File: src/rtl/execute_muldiv_unit_if.sv
// Execute-stage mul/div handshake and HI/LO bundle between pipeline control and the unit.
interface execute_muldiv_unit_if #(
  parameter int WIDTH_32 = 32
);
  logic                start;
  logic [2:0]          op;
  logic                flush;
  logic [WIDTH_32-1:0] src_a;
  logic [WIDTH_32-1:0] src_b;
  logic [WIDTH_32-1:0] hi;
  logic [WIDTH_32-1:0] lo;
  logic                busy;
  logic                done;
  logic                div_by_zero;

  modport master (
    output start, op, flush, src_a, src_b,
    input  hi, lo, busy, done, div_by_zero
  );

  modport slave (
    input  start, op, flush, src_a, src_b,
    output hi, lo, busy, done, div_by_zero
  );
endinterface

File: src/rtl/execute_muldiv_unit.sv
// Iterative MULT/MULTU/DIV/DIVU unit owning HI/LO; 34 edges per op.
// Define FAST_MULT_EN for a single-cycle multiplier (divides stay iterative).
module execute_muldiv_unit #(
  parameter int WIDTH_32 = 32,
  parameter int CNT_W    = 5
) (
  input logic                 clk,
  input logic                 rst,
  execute_muldiv_unit_if.slave bus
);
  localparam int W = WIDTH_32;

  typedef enum logic [1:0] {IDLE, CALC, FIX} state_t;

  state_t           state, state_nxt;
  logic [CNT_W-1:0] cnt;
  logic [W-1:0]     a_abs, b_abs, a_abs_in, b_abs_in;
  logic [2*W-1:0]   acc, acc_step;
  logic             is_div, sgn_a, sgn_b, dz;
  logic [W-1:0]     hi_q, lo_q;
  logic             busy_q, done_q, dz_q;
  logic             accept, op_md, op_mt, iter_start, signed_op;
  logic [W:0]       mul_sum, div_diff;
  logic [2*W-1:0]   prod_fix;
  logic [W-1:0]     div_lo_fix, div_hi_fix;

  assign accept    = (state == IDLE) && bus.start && !bus.flush;
  assign op_md     = accept && !bus.op[2];
  assign op_mt     = accept && (bus.op == 3'd4 || bus.op == 3'd5);
  assign signed_op = !bus.op[0];
  assign a_abs_in  = (signed_op && bus.src_a[W-1]) ? -bus.src_a : bus.src_a;
  assign b_abs_in  = (signed_op && bus.src_b[W-1]) ? -bus.src_b : bus.src_b;

`ifdef FAST_MULT_EN
  logic           fast_mul;
  logic [2*W-1:0] fast_prod;
  assign fast_mul   = op_md && !bus.op[1];
  assign iter_start = op_md && bus.op[1];
  always_comb begin
    fast_prod = '0;
    if (bus.op[0]) fast_prod = bus.src_a * bus.src_b;
    else           fast_prod = $signed(bus.src_a) * $signed(bus.src_b);
  end
`else
  assign iter_start = op_md;
`endif

  always_ff @(posedge clk) begin
    if (rst) state <= IDLE;
    else     state <= state_nxt;
  end

  always_comb begin
    state_nxt = state;
    case (state)
      IDLE:    if (iter_start) state_nxt = CALC;
      CALC:    if (bus.flush) state_nxt = IDLE;
               else if (cnt == '1) state_nxt = FIX;
      FIX:     state_nxt = IDLE;
      default: state_nxt = IDLE;
    endcase
  end

  // Multiply keeps the multiplier in acc's low half and shifts right;
  // divide keeps {remainder, quotient} and shifts left.
  always_comb begin
    mul_sum  = {1'b0, acc[2*W-1:W]} + {1'b0, a_abs};
    div_diff = acc[2*W-1:W-1] - {1'b0, b_abs};
    if (is_div)
      acc_step = div_diff[W] ? {acc[2*W-2:0], 1'b0}
                             : {div_diff[W-1:0], acc[W-2:0], 1'b1};
    else
      acc_step = acc[0] ? {mul_sum, acc[W-1:1]} : {1'b0, acc[2*W-1:1]};
  end

  always_comb begin
    prod_fix   = (sgn_a ^ sgn_b) ? -acc : acc;
    div_lo_fix = (sgn_a ^ sgn_b) ? -acc[W-1:0] : acc[W-1:0];
    div_hi_fix = sgn_a ? -acc[2*W-1:W] : acc[2*W-1:W];
    if (dz) begin
      div_lo_fix = '1;
      div_hi_fix = sgn_a ? -a_abs : a_abs;
    end
  end

  always_ff @(posedge clk) begin
    if (rst) begin
      cnt    <= '0;
      a_abs  <= '0;
      b_abs  <= '0;
      acc    <= '0;
      is_div <= 1'b0;
      sgn_a  <= 1'b0;
      sgn_b  <= 1'b0;
      dz     <= 1'b0;
      hi_q   <= '0;
      lo_q   <= '0;
      busy_q <= 1'b0;
      done_q <= 1'b0;
      dz_q   <= 1'b0;
    end else begin
      done_q <= 1'b0;
      dz_q   <= 1'b0;
      busy_q <= (state_nxt != IDLE);
      case (state)
        IDLE: begin
          if (op_mt) begin
            if (bus.op == 3'd4) hi_q <= bus.src_a;
            else                lo_q <= bus.src_a;
          end
`ifdef FAST_MULT_EN
          if (fast_mul) begin
            {hi_q, lo_q} <= fast_prod;
            done_q       <= 1'b1;
          end
`endif
          if (iter_start) begin
            a_abs  <= a_abs_in;
            b_abs  <= b_abs_in;
            sgn_a  <= signed_op && bus.src_a[W-1];
            sgn_b  <= signed_op && bus.src_b[W-1];
            is_div <= bus.op[1];
            dz     <= bus.op[1] && (bus.src_b == '0);
            acc    <= bus.op[1] ? {{W{1'b0}}, a_abs_in} : {{W{1'b0}}, b_abs_in};
            cnt    <= '0;
          end
        end
        CALC: begin
          if (!bus.flush) begin
            acc <= acc_step;
            cnt <= cnt + 1'b1;
          end
        end
        FIX: begin
          if (!bus.flush) begin
            if (is_div) begin
              hi_q <= div_hi_fix;
              lo_q <= div_lo_fix;
            end else begin
              {hi_q, lo_q} <= prod_fix;
            end
            done_q <= 1'b1;
            dz_q   <= dz;
          end
        end
        default: ;
      endcase
    end
  end

  assign bus.hi          = hi_q;
  assign bus.lo          = lo_q;
  assign bus.busy        = busy_q;
  assign bus.done        = done_q;
  assign bus.div_by_zero = dz_q;
endmodule

File: src/flat_wrapper.sv
// flat-port wrapper written by rule: the top's interface ports become plain ports
module execute_muldiv_unit_flat 
#(
  parameter int WIDTH_32 = 32,
  parameter int CNT_W    = 5
)
  (clk, rst, bus_start, bus_op, bus_flush, bus_src_a, bus_src_b, bus_hi, bus_lo, bus_busy, bus_done, bus_div_by_zero);
  execute_muldiv_unit_if #(.WIDTH_32(WIDTH_32)) bus_i ();
  input logic clk;
  input logic rst;
  input wire logic [$bits(bus_i.start)-1:0] bus_start;
  input wire logic [$bits(bus_i.op)-1:0] bus_op;
  input wire logic [$bits(bus_i.flush)-1:0] bus_flush;
  input wire logic [$bits(bus_i.src_a)-1:0] bus_src_a;
  input wire logic [$bits(bus_i.src_b)-1:0] bus_src_b;
  output wire logic [$bits(bus_i.hi)-1:0] bus_hi;
  output wire logic [$bits(bus_i.lo)-1:0] bus_lo;
  output wire logic [$bits(bus_i.busy)-1:0] bus_busy;
  output wire logic [$bits(bus_i.done)-1:0] bus_done;
  output wire logic [$bits(bus_i.div_by_zero)-1:0] bus_div_by_zero;
  assign bus_i.start = bus_start;
  assign bus_i.op = bus_op;
  assign bus_i.flush = bus_flush;
  assign bus_i.src_a = bus_src_a;
  assign bus_i.src_b = bus_src_b;
  assign bus_hi = bus_i.hi;
  assign bus_lo = bus_i.lo;
  assign bus_busy = bus_i.busy;
  assign bus_done = bus_i.done;
  assign bus_div_by_zero = bus_i.div_by_zero;
  execute_muldiv_unit #(.WIDTH_32(WIDTH_32), .CNT_W(CNT_W)) u_core (.clk(clk), .rst(rst), .bus(bus_i));
endmodule
File: config.mk
export PLATFORM = sky130hd
export DESIGN_NAME = execute_muldiv_unit_flat
export DESIGN_NICKNAME = d
export VERILOG_FILES = /design/src/rtl/execute_muldiv_unit_if.sv /design/src/rtl/execute_muldiv_unit.sv /design/src/flat_wrapper.sv
export SDC_FILE = /design/constraint.sdc
export NUM_CORES = 1
export LEC_CHECK = 0
export ABC_AREA = 1
export CELL_PAD_IN_SITES_DETAIL_PLACEMENT = 1
export CELL_PAD_IN_SITES_GLOBAL_PLACEMENT = 1
export CORE_ASPECT_RATIO = 1.4
export CORE_MARGIN = 4
export CORE_UTILIZATION = 42
export CTS_CLUSTER_SIZE = 16
export DETAILED_ROUTE_END_ITERATION = 12
export PLACE_DENSITY_LB_ADDON = 0.15
export SYNTH_ARGS = -nofsm -noshare
export SYNTH_HDL_FRONTEND = slang
export SYNTH_SLANG_ARGS = --single-unit
File: constraint.sdc
create_clock -name clk -period 3.1 [get_ports clk]
set_input_delay 0.62 -clock clk [delete_from_list [all_inputs] [get_ports clk]]
set_output_delay 0.62 -clock clk [all_outputs]
set_load 0.01 [all_outputs]
==> summary.txt <==
Detailed routing
  – First-pass iteration count of the detailed router: 5
  – DR WL/cell: 26.0 um
  – DR vias/cell: 5.96
  – Iteration-0 DRC Markers: 2294
  – Vias: 27200
  – Final wirelength: 119 mm
  – DRC violations left: 0
  – Routed Antenna Nets: 0

Setup path
  – Critical path class: register to register
  – Crit path buffers/inverters: 1
  – Crit-path slowest cell: dfxtp_1
  – Setup crit start kind: register
  – Crit-path leading delay family: simple AND/OR/NAND/NOR gates
  – Worst EP required: 3.57 ns
  – Worst path cell trace: ha_1 -> nand2_1 -> nor2_1 -> inv_1 -> nor3_1 -> and2_1 -> nand2_1 -> nand3_1 -> nand3_1 -> a21oi_1 -> nand2_1 -> a21oi_1
  – Crit-path max cell delay: 0.82 ns
  – Launching point of the worst reg2reg path: u_core.a_abs[25]$_SDFFE_PP0P_
  – Max FO, Critical Path: 5
  – Most used cell, CP: nand2_1
  – Reg2reg path depth: 12
  – CP arrival: 3.46 ns
  – Reg-to-reg endpoint: u_core.acc[62]$_SDFFE_PP0P_
  – CP Capture Type: register
  – Reg2reg setup slack: 0.11 ns

Die
  – Chip height: 271 um
  – Die area: 0.0529 mm^2
  – Io pins: 138
  – Core Box Area: 0.0489 mm^2
  – Die width: 196 um
  – Cell Rows: 96
  – Initial Util: 42.3%

Synthesis
  – Mapped Avg Cell Area: 5.48 um^2
  – Yosys cell types: 51
  – Post-synth top area cell: nand2_1
  – Post-Synthesis Cells: 3775
  – Top FF cell, synth: dfxtp_1
  – Synth async-reset ratio: 0%
  – Synth area leaders: nand2_1 20%, dfxtp_1 20%, inv_1 9.5%
  – Yosys reg bits: 206
  – YS warnings: 0
  – Post-synthesis sequential area ratio: 19.9%
  – Post-synth EDFFs: 0
  – Synth Cell Area: 0.0207 mm^2
  – Yosys top cell area share: 19.9%
  – Syn nets: 3919

Worst hold path
  – Hold path startpoint: rst
  – Hold path depth: 2
  – Worst hold path class: input port to register
  – Hold EP: u_core.cnt[4]$_SDFFE_PP0P_

STA
  – Slew margin rel.: 32.6%
  – Tmin final: 2.99 ns
  – Final setup viols: 0
  – Worst hold margin: 0.445 ns
  – Setup TNS: 0 ns
  – Fin. max-slew vios: 0
  – Worst slew pin tran: 1.01 ns
  – Hold Fails Final Rpt: 0
  – Clock skew: 0.0312 ns
  – Final Cycle Share: 96.4%
  – Setup ws final: 0.111 ns
  – Fmax: 335 MHz

Finish
  – Commonest non-fill, non-tap cell in the layout: nand2_1
  – Register Area: 0.00413 mm^2
  – Commonest non-fill, non-tap cells in the layout: 1099 x nand2_1, 520 x inv_1, 404 x nor2_1, 328 x nand3_1, 313 x a21oi_1
  – Multi-input gate area: 0.0139 mm^2
  – Area grow syn2layout: 16.3%
  – Nets@finish: 4049
  – Design area: 0.0241 mm^2
  – Fillcell total: 7033
  – Share of cells above drive strength 1: 6.10%

Clocking
  – H-tree levels: 1
  – # clock sinks: 206
  – CTS max path bufs: 3
  – Root Driver: clkbuf_16
  – CTS tree: built
  – Number of CTS-inserted buffers: 24
  – Total setup buffers inserted after CTS: 0
  – Clock transition at path regs: 0.06 ns
  – Clk_lat worst skew: 0.56 ns

Job
  – Maxcap violations: 0

Global routing
  – First-pass GRT wire length: 175 mm
  – Initial antenna violation count: 8
  – Vias in the first global route: 28400
  – Grt ovf: 0
  – Largest net degree at the start of global routing: 92
  – Total track usage: 43.3%

Power
  – Switching Fraction: 37.9%
  – Clock Power Share: 35.5%
  – LEAKAGE: 11.6 nW
  – Pint: 5.26 mW
  – Sw power: 3.21 mW
  – Comb pwr share: 30.3%
  – Design Power: 8.48 mW
  – Peak VDD IR: 403 uV
  – PD cells: 352 mW/mm^2
  – Sequential power share: 34.2%

Placed design
  – Pre-CTS setup slack: 0.0792 ns
  – HPWL Detailed: 95.8 mm
  – Gpl congestion: 1.07
  – DP Area: 0.0232 mm^2
  – Port Buffers: 137

Run status
  – Status: finished, final reports clean
per-stage QoR:
stage                     cells  util, %
after detailed placement   4516     47.5
after global placement     4516     47.5
after global routing       4558     49.2
after CTS                  4557     49.2
final                      4564     49.2
after floorplan            3775        -
worst max-delay path by stage:
stage / start / cells past startpoint / to / slack [ns]
4_1_cts: u_core.acc[33]$_SDFFE_PP0P_ / 15 / u_core.acc[63]$_SDFFE_PP0P_ / 0.1
2_1_floorplan: u_core.acc[0]$_SDFFE_PP0P_ / 17 / u_core.bus.hi[28]$_SDFFE_PP0P_ / 0.66
3_3_place_gp: bus_src_a[0] / 10 / u_core.acc[6]$_SDFFE_PP0P_ / 0.08
6_report: u_core.a_abs[25]$_SDFFE_PP0P_ / 12 / u_core.acc[62]$_SDFFE_PP0P_ / 0.11
5_1_grt: u_core.acc[32]$_SDFFE_PP0P_ / 16 / u_core.acc[63]$_SDFFE_PP0P_ / -0.07
3_5_place_dp: bus_src_a[0] / 10 / u_core.acc[6]$_SDFFE_PP0P_ / 0.08
power groups by stage:
stage	logic, mW	registers [mW]	clock network [mW]
floorplan	1.49	2.88	0
global placement	2.43	2.94	0
detailed placement	2.48	2.94	0
CTS	2.50	2.88	3.01
global route	2.76	2.90	3.10
finish	2.57	2.90	3.01
routing by layer:
layer / GRT usage, % / share of wire, % / wire length (um)
met5: 0 / 0.029 / 34
met4: 40.0 / 12 / 14600
met3: 7.80 / 7.0 / 8320
met2: 72.9 / 46 / 54900
met1: 45.1 / 34 / 40800
cell usage after synthesis (all sizes together), types with 40 or more instances:
cell,n
nor2,421
xor2,65
nand4,44
a21oi,316
ha,71
clkbuf,106
nor3,40
o21ai,309
inv,529
nand3,333
buf,49
nand2,1117
dfxtp,206
flip-flops by register name (all words and copies together) (netlist names):
name	flops
u_core.acc	64
u_core.a_abs	32
u_core.b_abs	32
u_core.bus.hi	32
u_core.bus.lo	32
u_core.cnt	5
u_core.state	2
u_core.bus.busy	1
u_core.bus.div_by_zero	1
u_core.bus.done	1
u_core.dz	1
u_core.is_div	1
u_core.sgn_a	1
u_core.sgn_b	1
repair_timing:
item | CTS | global route
resized for setup | 0 | 5
hold buffers | 0 | 0
setup endpoints to repair | 0 | 23
cells by family (layout without fill, tap and decap cells):
logic type	count (synthesis)	after routing	synth area share [%]
XOR/XNOR	83	83	3.51
adder cells (fa/ha/maj)	73	73	4.49
AND/OR/NAND/NOR	1997	1997	40.5
buffers and inverters	687	832	12.9
multiplexers	1	1	0.0484
AO/OA/AOI/OAI	728	728	18.7
flip-flops	206	206	19.9
other	0	7	0
area by class of cell:
type | instances | area share, %
multi-input combinational | 2882 | 57.9
sequential | 206 | 17.2
timing repair buffer | 259 | 9.90
inverter | 532 | 8.30
tap | 637 | 3.31
clock buffer | 31 | 2.86
clock inverter | 10 | 0.468
antenna | 7 | 0.0728
Note: power is estimated with default switching activity, not from simulation.
